`src/rtl/morse_gen_char.sv`:
```
// Morse character keyer: turns a len/pattern pair into timed marks and spaces on `signal`.
// Define MORSE_GEN_LEN_CHECK_EN to reject len==0 or len>MAX_MORSE_LEN with an `err` pulse.

`ifndef PULSE_CNT_W
`define PULSE_CNT_W 16
`endif
`ifndef MORSE_LEN_W
`define MORSE_LEN_W 4
`endif
`ifndef MAX_MORSE_LEN
`define MAX_MORSE_LEN 8
`endif

module morse_gen_char (
    input  logic                      clk,
    input  logic                      rst_n,
    input  logic                      ce,
    input  logic [`PULSE_CNT_W-1:0]   dit_time,
    input  logic [`PULSE_CNT_W-1:0]   dah_time,
    input  logic [`PULSE_CNT_W-1:0]   word_time,
    input  logic                      in_valid,
    output logic                      in_ready,
    input  logic [`MORSE_LEN_W-1:0]   in_len,
    input  logic [`MAX_MORSE_LEN-1:0] in_dits_dahs,
    input  logic                      in_word_end,
    output logic                      signal,
    output logic                      busy,
    output logic                      done,
    output logic                      err
);

    localparam int CW    = `PULSE_CNT_W;
    localparam int LW    = `MORSE_LEN_W;
    localparam int ML    = `MAX_MORSE_LEN;
    localparam int IDX_W = (ML > 1) ? $clog2(ML) : 1;

    typedef enum logic [1:0] {
        ST_IDLE,
        ST_MARK,
        ST_SPACE,
        ST_TAIL
    } state_t;

    state_t            state_q, state_d;
    logic [CW-1:0]     cnt_q, cnt_d;
    logic [IDX_W-1:0]  idx_q, idx_d;
    logic [ML-1:0]     pat_q, pat_d;
    logic              word_q, word_d;
    logic              signal_q, signal_d;
    logic              done_q, done_d;
    logic              err_q, err_d;

    logic [CW-1:0]     dit_f, dah_f, word_f, elem_t, tail_t;
    logic [LW-1:0]     eff_len;
    logic              len_bad;

    // Zero durations are floored to one tick so every phase lasts at least one ce.
    assign dit_f   = (dit_time  == '0) ? CW'(1) : dit_time;
    assign dah_f   = (dah_time  == '0) ? CW'(1) : dah_time;
    assign word_f  = (word_time == '0) ? CW'(1) : word_time;
    assign elem_t  = pat_q[idx_q] ? dah_f : dit_f;
    assign tail_t  = word_q ? word_f : dah_f;
    assign len_bad = (in_len == '0) || (in_len > LW'(ML));
    assign eff_len = (in_len > LW'(ML)) ? LW'(ML) : in_len;

    always_comb begin
        // NOTE: every output of this block gets a default first so no path leaves it unassigned (no latches).
        state_d  = state_q;
        cnt_d    = cnt_q;
        idx_d    = idx_q;
        pat_d    = pat_q;
        word_d   = word_q;
        done_d   = 1'b0;
        err_d    = 1'b0;

        unique case (state_q)
            ST_IDLE: begin
                if (in_valid) begin
`ifdef MORSE_GEN_LEN_CHECK_EN
                    if (len_bad) begin
                        err_d = 1'b1;
                    end else begin
`else
                    begin
`endif
                        pat_d  = in_dits_dahs;
                        word_d = in_word_end;
                        cnt_d  = CW'(1);
                        if (in_len == '0) begin
                            idx_d   = '0;
                            state_d = ST_TAIL;
                        end else begin
                            idx_d   = IDX_W'(eff_len - LW'(1));
                            state_d = ST_MARK;
                        end
                    end
                end
            end

            ST_MARK: begin
                if (ce) begin
                    if (cnt_q >= elem_t) begin
                        cnt_d   = CW'(1);
                        state_d = (idx_q != '0) ? ST_SPACE : ST_TAIL;
                    end else begin
                        cnt_d = cnt_q + CW'(1);
                    end
                end
            end

            ST_SPACE: begin
                if (ce) begin
                    if (cnt_q >= dit_f) begin
                        cnt_d   = CW'(1);
                        idx_d   = idx_q - IDX_W'(1);
                        state_d = ST_MARK;
                    end else begin
                        cnt_d = cnt_q + CW'(1);
                    end
                end
            end

            ST_TAIL: begin
                if (ce) begin
                    if (cnt_q >= tail_t) begin
                        done_d  = 1'b1;
                        state_d = ST_IDLE;
                    end else begin
                        cnt_d = cnt_q + CW'(1);
                    end
                end
            end

            default: state_d = ST_IDLE;
        endcase
    end

    // Registering from the next state makes the mark start on the accept edge itself.
    assign signal_d = (state_d == ST_MARK);

    always_ff @(posedge clk or negedge rst_n) begin
        // NOTE: sequential state uses non-blocking assignments so all registers update together.
        if (!rst_n) begin
            state_q  <= ST_IDLE;
            cnt_q    <= '0;
            idx_q    <= '0;
            pat_q    <= '0;
            word_q   <= 1'b0;
            signal_q <= 1'b0;
            done_q   <= 1'b0;
            err_q    <= 1'b0;
        end else begin
            state_q  <= state_d;
            cnt_q    <= cnt_d;
            idx_q    <= idx_d;
            pat_q    <= pat_d;
            word_q   <= word_d;
            signal_q <= signal_d;
            done_q   <= done_d;
            err_q    <= err_d;
        end
    end

    assign in_ready = (state_q == ST_IDLE);
    assign busy     = ~in_ready;
    assign signal   = signal_q;
    assign done     = done_q;
`ifdef MORSE_GEN_LEN_CHECK_EN
    assign err      = err_q;
`else
    assign err      = 1'b0;
`endif

endmodule

```
`config.mk`:
```
export PLATFORM = sky130hd
export DESIGN_NAME = morse_gen_char
export DESIGN_NICKNAME = d
export VERILOG_FILES = /design/src/rtl/morse_gen_char.sv
export SDC_FILE = /design/constraint.sdc
export NUM_CORES = 1
export LEC_CHECK = 0
export CAP_MARGIN = 20
export CORE_ASPECT_RATIO = 1.5
export CORE_MARGIN = 4
export CORE_UTILIZATION = 53
export CTS_CLUSTER_SIZE = 12
export DETAILED_ROUTE_END_ITERATION = 10
export GPL_ROUTABILITY_DRIVEN = 0
export PLACE_DENSITY = 0.82
export SLEW_MARGIN = 20
export SYNTH_ARGS = -nofsm -noshare
export SYNTH_HDL_FRONTEND = slang
export SYNTH_SLANG_ARGS = --single-unit
```
`constraint.sdc`:
```
create_clock -name clk -period 5.2 [get_ports clk]
set_input_delay 0.52 -clock clk [delete_from_list [all_inputs] [get_ports clk]]
set_output_delay 0.52 -clock clk [all_outputs]
set_load 0.01 [all_outputs]
```
==> results.json, run 1 <==
{
  "status": "completed",
  "drv_cap": 0,
  "first_pass_iters": 4,
  "cts.path.max_buffers": 2,
  "synthTopCellsByCount": "52 x ha_1, 37 x nand2_1, 32 x dfrtp_1",
  "async_reset_ff_frac": 1.00,
  "overflow": 0,
  "rr_endpoint": "cnt_q[1]$_DFFE_PN0P_",
  "grt_max_degree": 33,
  "tightest_slew_ps": 665,
  "yosysMostFrequentCell": "ha_1",
  "yosysSeqAreaShare": 0.227,
  "hold_buffers": 0,
  "cts_resized": 0,
  "drv_slew": 0,
  "max-vdd-ir-drop_uv": 298,
  "rows": 36,
  "dp_hpwl_mm": 8.32,
  "synth_seq_cells": 32,
  "crit_arrival_ps": 4040,
  "critical_path_class": "flop to flop",
  "reg2reg_from": "idx_q[0]$_DFFE_PN0P_",
  "cts_setup_buffers": 0,
  "drive_above_1_share": 0.0964,
  "cts-root-buf": "clkbuf_8",
  "grt_usage": 0.258,
  "max_freq_mhz": 257,
  "cts_inserted_buffers": 5,
  "num_vias": 3464,
  "hp-start": "pat_q[2]$_DFFE_PN0P_",
  "path_clk_slew_ps": 80,
  "syn-num-nets": 515,
  "avgSynthCellArea_um2": 8.86,
  "diodes": 0,
  "required_ps": 5350,
  "drcViolationCount": 0,
  "port_buffers": 68,
  "hold_end": "pat_q[2]$_DFFE_PN0P_",
  "hold_depth": 1,
  "clock_sinks": 32,
  "critPathLaunchType": "flop",
  "slew-limit-headroom": 0.552,
  "end_kind": "flop",
  "synth_ff_type": "dfrtp_1",
  "yosysTopAreaCell": "dfrtp_1",
  "rsz0062_at_grt": "no",
  "route.final.wire_length_mm": 10.1,
  "routedWlPerCell_um": 18.7,
  "dieArea_um2": 8050,
  "finalCritPeriodShare": 0.749,
  "clock_latency_ps": 290,
  "hp-class": "flop to flop",
  "setup_viol_count_final": 0,
  "syn_area_um2": 3520,
  "antenna_left": 0,
  "cts_tree": "yes",
  "grt_pass1_wl_mm": 16.2,
  "die_w_um": 74.6,
  "synth_edf_count": 0,
  "nets": 583,
  "power.density_nw_per_um2": 588,
  "yosys-top-cells-area": "dfrtp_1 23%, ha_1 18%, mux2i_1 8.2%",
  "htreeDepth": 2,
  "antenna_found_initial": 0,
  "netlist.area_leader.share": 0.227,
  "rrSetupSlack_ps": 1300,
  "finClkSkew_ps": 6.86,
  "max_stage_delay_ps": 550,
  "die_y_um": 108,
  "netlist_instances": 398,
  "fp.coreArea_um2": 6490,
  "cellLeakagePower_nw": 1.91,
  "reg2regPathDepth": 11,
  "start_util": 0.543,
  "yosys_warnings": 0,
  "grt_pass1_vias": 3483,
  "fin_tns_setup_ps": 0,
  "area_delta_synth_final_pct": 24.4,
  "path_max_fanout": 16,
  "drtIter0Drc": 206,
  "crit_slowest_cell": "mux4_2",
  "post-route-min-period_ps": 3900,
  "ys_types": 59,
  "hold_viol_final": 0,
  "ioPinCount": 70,
  "whs_ps": 505,
  "path_cells": "mux4_2 -> mux2i_2 -> buf_4 -> mux2i_1 -> ha_1 -> nand2_1 -> or3_1 -> o221ai_1 -> a211oi_4 -> nor2_1 -> o21ai_0",
  "drt-vias-per-instance": 6.38
}
==> power breakdown <==
group	switching (mW)	internal, mW	total (mW)
sequential	0.247	0.377	0.625
combinational	0.908	0.802	1.71
clock	0.102	0.142	0.244
==> flip-flops by register name, summed over array words and instances, names as in the netlist <==
register and count:
done 1, cnt_q 16, pat_q 8, state_q 2, signal 1, word_q 1, idx_q 3
==> cells by family after synthesis <==
group / synth area share
muxes: 0.128
AOI/OAI and AO/OA: 0.210
and+or+nand+nor: 0.199
DFF: 0.227
xor gates and xnor gates: 0.00249
adders and majority gates: 0.185
other: 0.00106
buffers and inverters: 0.0483
==> layout make-up <==
class                           count  area [µm²]
Clock buffer                        5        68.8
Clock inverter                      3        42.5
Fill cell                         548        2100
Inverter                           28         105
Multi-Input combinational cell    326        2550
Sequential cell                    32         801
Tap cell                           76        95.1
Timing Repair Buffer               73         718
==> cell usage in the layout (no fill, tap or decap), types with 2 or more instances in the layout <==
cell             instances
mux4_2                   2
o22ai_1                  3
o211ai_1                23
o21a_1                   3
nor4_1                  12
dfrtp_1                 32
nor2_1                  15
nand3b_1                 2
nand2_1                 37
o21ai_0                 14
clkbuf_8                 5
o221ai_1                 3
nor2b_1                  5
a41oi_1                  3
mux2i_1                 29
a22oi_1                  5
o31ai_1                  2
a21o_1                   2
clkdlybuf4s50_1         68
a31oi_1                  3
a21oi_1                 24
mux2_2                   9
nor3_1                   9
nand3_1                  5
nand2b_1                11
or2_2                    7
ha_1                    52
nand4_1                 10
buf_4                    5
and3_1                   5
or3_1                    5
inv_1                   28
a31o_2                   2
==> layer usage <==
metal  vias to the layer above  GRT usage  share of wire
met2                       105      0.474           0.53
li1                       1655          -              -
met3                        35     0.0383          0.038
met1                      1669      0.285           0.39
met4                         0      0.108          0.043
met5                         -          0              0
==> how the worst max path moves through the flow <==
| stage | start | slack (ps) | cells past startpoint | to |
|---|---|---|---|---|
| 2_1_floorplan | idx_q[0]$_DFFE_PN0P_ | 1560 | 11 | cnt_q[0]$_DFFE_PN0P_ |
| 3_3_place_gp | idx_q[0]$_DFFE_PN0P_ | 1410 | 11 | cnt_q[0]$_DFFE_PN0P_ |
| 3_5_place_dp | idx_q[0]$_DFFE_PN0P_ | 1350 | 11 | cnt_q[1]$_DFFE_PN0P_ |
| 4_1_cts | idx_q[0]$_DFFE_PN0P_ | 1330 | 11 | cnt_q[1]$_DFFE_PN0P_ |
| 5_1_grt | idx_q[0]$_DFFE_PN0P_ | 1130 | 11 | cnt_q[11]$_DFFE_PN0P_ |
| 6_report | idx_q[0]$_DFFE_PN0P_ | 1300 | 11 | cnt_q[1]$_DFFE_PN0P_ |
==> worst max-delay path: cells and delay by family (launching register included) <==
kind            cells  cell delay (ps)
compound gates      3              930
mux                 3              830
buf+inv             1              320
flops               1              470
fa+ha+maj           1              310
simple gates        3              890
==> through the flow <==
| stage | total power [mW] | std cells | util | setup slack, ps | cell area [µm²] |
|---|---|---|---|---|---|
| after CTS | 2.57 | 543 | 0.676 | 1330 | 4380 |
| after detailed placement | 2.32 | 535 | 0.659 | 1350 | 4270 |
| after floorplan | 1.86 | 398 | - | 1560 | 3520 |
| after global routing | 2.81 | 543 | 0.676 | 1130 | 4380 |
| after global placement | 2.24 | 535 | 0.659 | 1410 | 4270 |
| final | 2.58 | 543 | 0.676 | 1300 | 4380 |
Power figures use the tool's default switching activity.
==> run 2, diff against run 1 <==
- CORE_UTILIZATION: 53 -> 48
- PLACE_DENSITY: 0.82 -> 0.78
- clock period: 5.2 -> 3.3 ns (I/O delays scaled with it)
==> results.json, run 2 (synthesis results as in run 1) <==
{
  "diodes": 0,
  "layout.cells.most_common_list": "68 x clkdlybuf4s50_1, 52 x buf_4, 51 x ha_1",
  "routedWlPerCell_um": 18.3,
  "critPathLaunchType": "flop",
  "nFillCells": 581,
  "crit_slowest_cell": "mux4_2",
  "antenna_found_initial": 0,
  "drv_slew": 0,
  "final_common_cell": "clkdlybuf4s50_1",
  "grt_pass1_vias": 3991,
  "cts_inserted_buffers": 5,
  "reg.largest.list": "cnt_q: 16 flops, pat_q: 8 flops, idx_q: 3 flops",
  "clock_latency_ps": 280,
  "drive_above_1_share": 0.193,
  "die_y_um": 113,
  "first_pass_iters": 5,
  "cellLeakagePower_nw": 2.17,
  "finalCritPeriodShare": 1.00,
  "end_kind": "flop",
  "dp_cells": 606,
  "place_ws_ps": -171,
  "power.density_nw_per_um2": 968,
  "largest_register": "cnt_q",
  "grt_max_degree": 33,
  "slew-limit-headroom": 0.625,
  "max_freq_mhz": 303,
  "final_util": 0.680,
  "route.final.wire_length_mm": 11.3,
  "path_clk_slew_ps": 70,
  "reg2regPathDepth": 12,
  "path_max_fanout": 5,
  "post-route-min-period_ps": 3300,
  "clock_sinks": 32,
  "hold_buffers": 0,
  "area_delta_synth_final_pct": 38.4,
  "max-vdd-ir-drop_uv": 688,
  "dieArea_um2": 8810,
  "worst_slack_ps": -4.96,
  "htreeDepth": 2,
  "path_delay_family": "compound AO/OA/AOI/OAI gates",
  "violations": "setup timing",
  "num_vias": 3708,
  "cts.path.max_buffers": 2,
  "tightest_slew_ps": 560,
  "cts-root-buf": "clkbuf_8",
  "hp-class": "input port to asynchronous set/reset pin",
  "rows": 38,
  "cts_tree": "yes",
  "crit_arrival_ps": 3480,
  "die_w_um": 78.0,
  "rsz0062_at_grt": "yes",
  "max_stage_delay_ps": 540,
  "port_buffers": 68,
  "overflow": 0,
  "cp_num_buf_inv": 2,
  "grt_pass1_wl_mm": 18.3,
  "cp.depth": 12,
  "drv_cap": 0,
  "drtIter0Drc": 278,
  "drt-vias-per-instance": 6.00,
  "fp.coreArea_um2": 7180,
  "antenna_left": 0,
  "start_util": 0.491,
  "hold_viol_final": 0,
  "finClkSkew_ps": 7.41,
  "finalNonFillerCells": 618,
  "path_cells": "mux4_2 -> mux2i_4 -> buf_12 -> mux2i_4 -> ha_4 -> a211o_1 -> a31oi_2 -> o221ai_2 -> buf_4 -> a21o_1 -> a31o_2 -> a211oi_2",
  "whs_ps": 448,
  "ioPinCount": 70,
  "grt_usage": 0.261,
  "status": "finished with violations",
  "setup_viol_count_final": 1,
  "largest_reg_flops": 16,
  "path_common_cell": "mux2i_4",
  "nets": 634,
  "drcViolationCount": 0,
  "critical_path_class": "flop to flop",
  "dp_hpwl_mm": 9.26,
  "required_ps": 3480
}
## run 2: cell count changes in the layout (fill, tap and decap cells not counted), sizes merged
cell and delta:
buf +51, clkbuf +3, bufinv -1, clkinv -1
clkinvlp -1
## run 2: layout make-up
type	instances	area, µm²	share of cell area
flip-flops and latches	32	801	0.164
well taps	100	125	0.0256
inverters	28	105	0.0215
multi-input cells	326	2620	0.536
repair buffers	124	1140	0.234
clock buffers	8	90.1	0.0185
## run 2: worst paths after layout
check | from | to | slack, ps
min in group clk | pat_q[2]$_DFFE_PN0P_ | pat_q[2]$_DFFE_PN0P_ | 510
max in group asynchronous | rst_n | pat_q[1]$_DFFE_PN0P_ | 2550
worst min register to register | pat_q[2]$_DFFE_PN0P_ | pat_q[2]$_DFFE_PN0P_ | 510
worst min-delay path | rst_n | word_q$_DFFE_PN0P_ | 450
worst max-delay path | idx_q[0]$_DFFE_PN0P_ | signal$_DFF_PN0_ | -5
worst max register to register | idx_q[0]$_DFFE_PN0P_ | signal$_DFF_PN0_ | -5
## run 2: power breakdown
group / switching [mW] / internal [mW]
clock: 0.140 / 0.170
combinational: 1.70 / 1.77
sequential: 0.339 / 0.596
## run 2: routing by layer
metal,share of wire,wire length (µm),GRT usage,vias to the layer above
li1,-,-,-,1762
met2,0.55,6200,0.509,139
met1,0.35,3940,0.258,1767
met3,0.051,572,0.0446,40
met4,0.051,577,0.131,0
met5,0,0,0,-
## run 2: what timing repair did
action / in CTS / in global routing
setup endpoints to repair: 13 / 20
pin swaps: 4 / 7
buffers inserted: 3 / 1
cloned: 0 / 0
gates resized for setup: 1 / 7
## run 2: metrics by stage
step                      TNS (ps)  instance area [µm²]  power [mW]
after global routing         -1920                 4880        5.14
final                        -4.96                 4880        4.72
after CTS                    -63.4                 4830        4.59
after floorplan              -1290                 3550        2.99
after global placement       -1510                 4710        4.03
after detailed placement     -2600                 4710        4.21
==> patch: new RTL, settings of run 1 <==
Change the macro `PULSE_CNT_W` from 16 to 32.
--- a/src/rtl/morse_gen_char.sv
+++ b/src/rtl/morse_gen_char.sv
@@ -4,3 +4,3 @@
 `ifndef PULSE_CNT_W
-`define PULSE_CNT_W 16
+`define PULSE_CNT_W 32
 `endif
Interface: changed (resized dah_time, dit_time and word_time); port bits go from 70 to 118. No check against the original RTL was run, so the function may have changed too.
==> patch against run 1 <==
- worst setup slack worse by 0.54 ns
- design area up 66%
- count of clock-buffer cells in the layout unchanged
- synthesized area up 63%
- clock skew down 0.00075 ns
- power up 17%
- via count up 70%
- synthesized cell count up 65%
- routed wire length up 79%
- sequential cell count up 16
- critical path depth up 3
- fmax down 12%
- largest power group unchanged
- highest routed layer unchanged
==> patch: results (changes against run 1) <==
outcome:
  outcome: "finished, final reports clean"
worst_setup_path:
  arrival_ns: 4.61  # +0.57 ns
  slowest_delay_ns: 0.58  # +0.03 ns
  path_max_fanout: 32  # +16
  r2r_slack_ns: 0.77  # -0.54 ns
  crit-reg2reg-capture: "cnt_q[22]"
drt:
  num_vias: 5881  # +70%
  wl_met3_um: 1040  # +170%
  wl_met2_um: 9570  # +76%
yosys:
  synth_fp_nets: 870  # +69%
  synth_compound_area_share_pct: 21.2  # +0.19 points
  synth_top_cells_by_count: "ha_1 (100), mux2i_1 (51), dfrtp_1 (48)"
  yosys-top-cells-area: "ha_1 (22%), dfrtp_1 (21%), mux2i_1 (8.9%)"
layout:
  biggestRegsByFlops: "cnt_q: 32 flops, pat_q: 8 flops, idx_q: 3 flops"
  inverters: 45  # +61%
  fillerInstances: 859  # +57%
global_routing:
  grt_usage_pct: 28.5  # +2.7 points
  grt_max_degree: 49  # +48%
  met2_usage_pct: 52.7  # +5.3 points
clock_network:
  cts.reportedPaths.clkPinSlew_ns: 0.06  # -0.02 ns
sta:
  skew_ns: 0.00611  # -0.000753 ns
place:
  dp_cells: 908  # +70%
  hpwlAfterDp_um: 14500  # +75%
  numPortBuffers: 116  # +71%
pwr:
  ir_worst_vdd_mv: 0.358  # +20%
  power_switching_mw: 1.35  # +7.6%
-- patch: cell count changes after synthesis, moves of 15 or more --
| cell | before | now |
|---|---|---|
| nor4_1 | 12 | 30 |
| mux2i_1 | 29 | 51 |
| nand3_1 | 5 | 21 |
| dfrtp_1 | 32 | 48 |
| ha_1 | 52 | 100 |
| o21ai_0 | 14 | 31 |
| inv_1 | 28 | 45 |
| a21oi_1 | 24 | 46 |
| nand4_1 | 10 | 25 |
| o211ai_1 | 23 | 5 |
| a22o_1 | 0 | 16 |
| nor2b_1 | 5 | 24 |
-- patch: worst max-delay path by stage --
stage,slack (ns),start,endpoint,depth (start not counted)
floorplan,1.12,idx_q[0],cnt_q[27],15
global placement,0.76,word_time[29],cnt_q[2],14
detailed placement,0.56,word_time[0],cnt_q[17],14
CTS,0.81,idx_q[0],cnt_q[23],14
global route,0.49,word_time[0],cnt_q[22],14
finish,0.77,idx_q[0],cnt_q[22],14
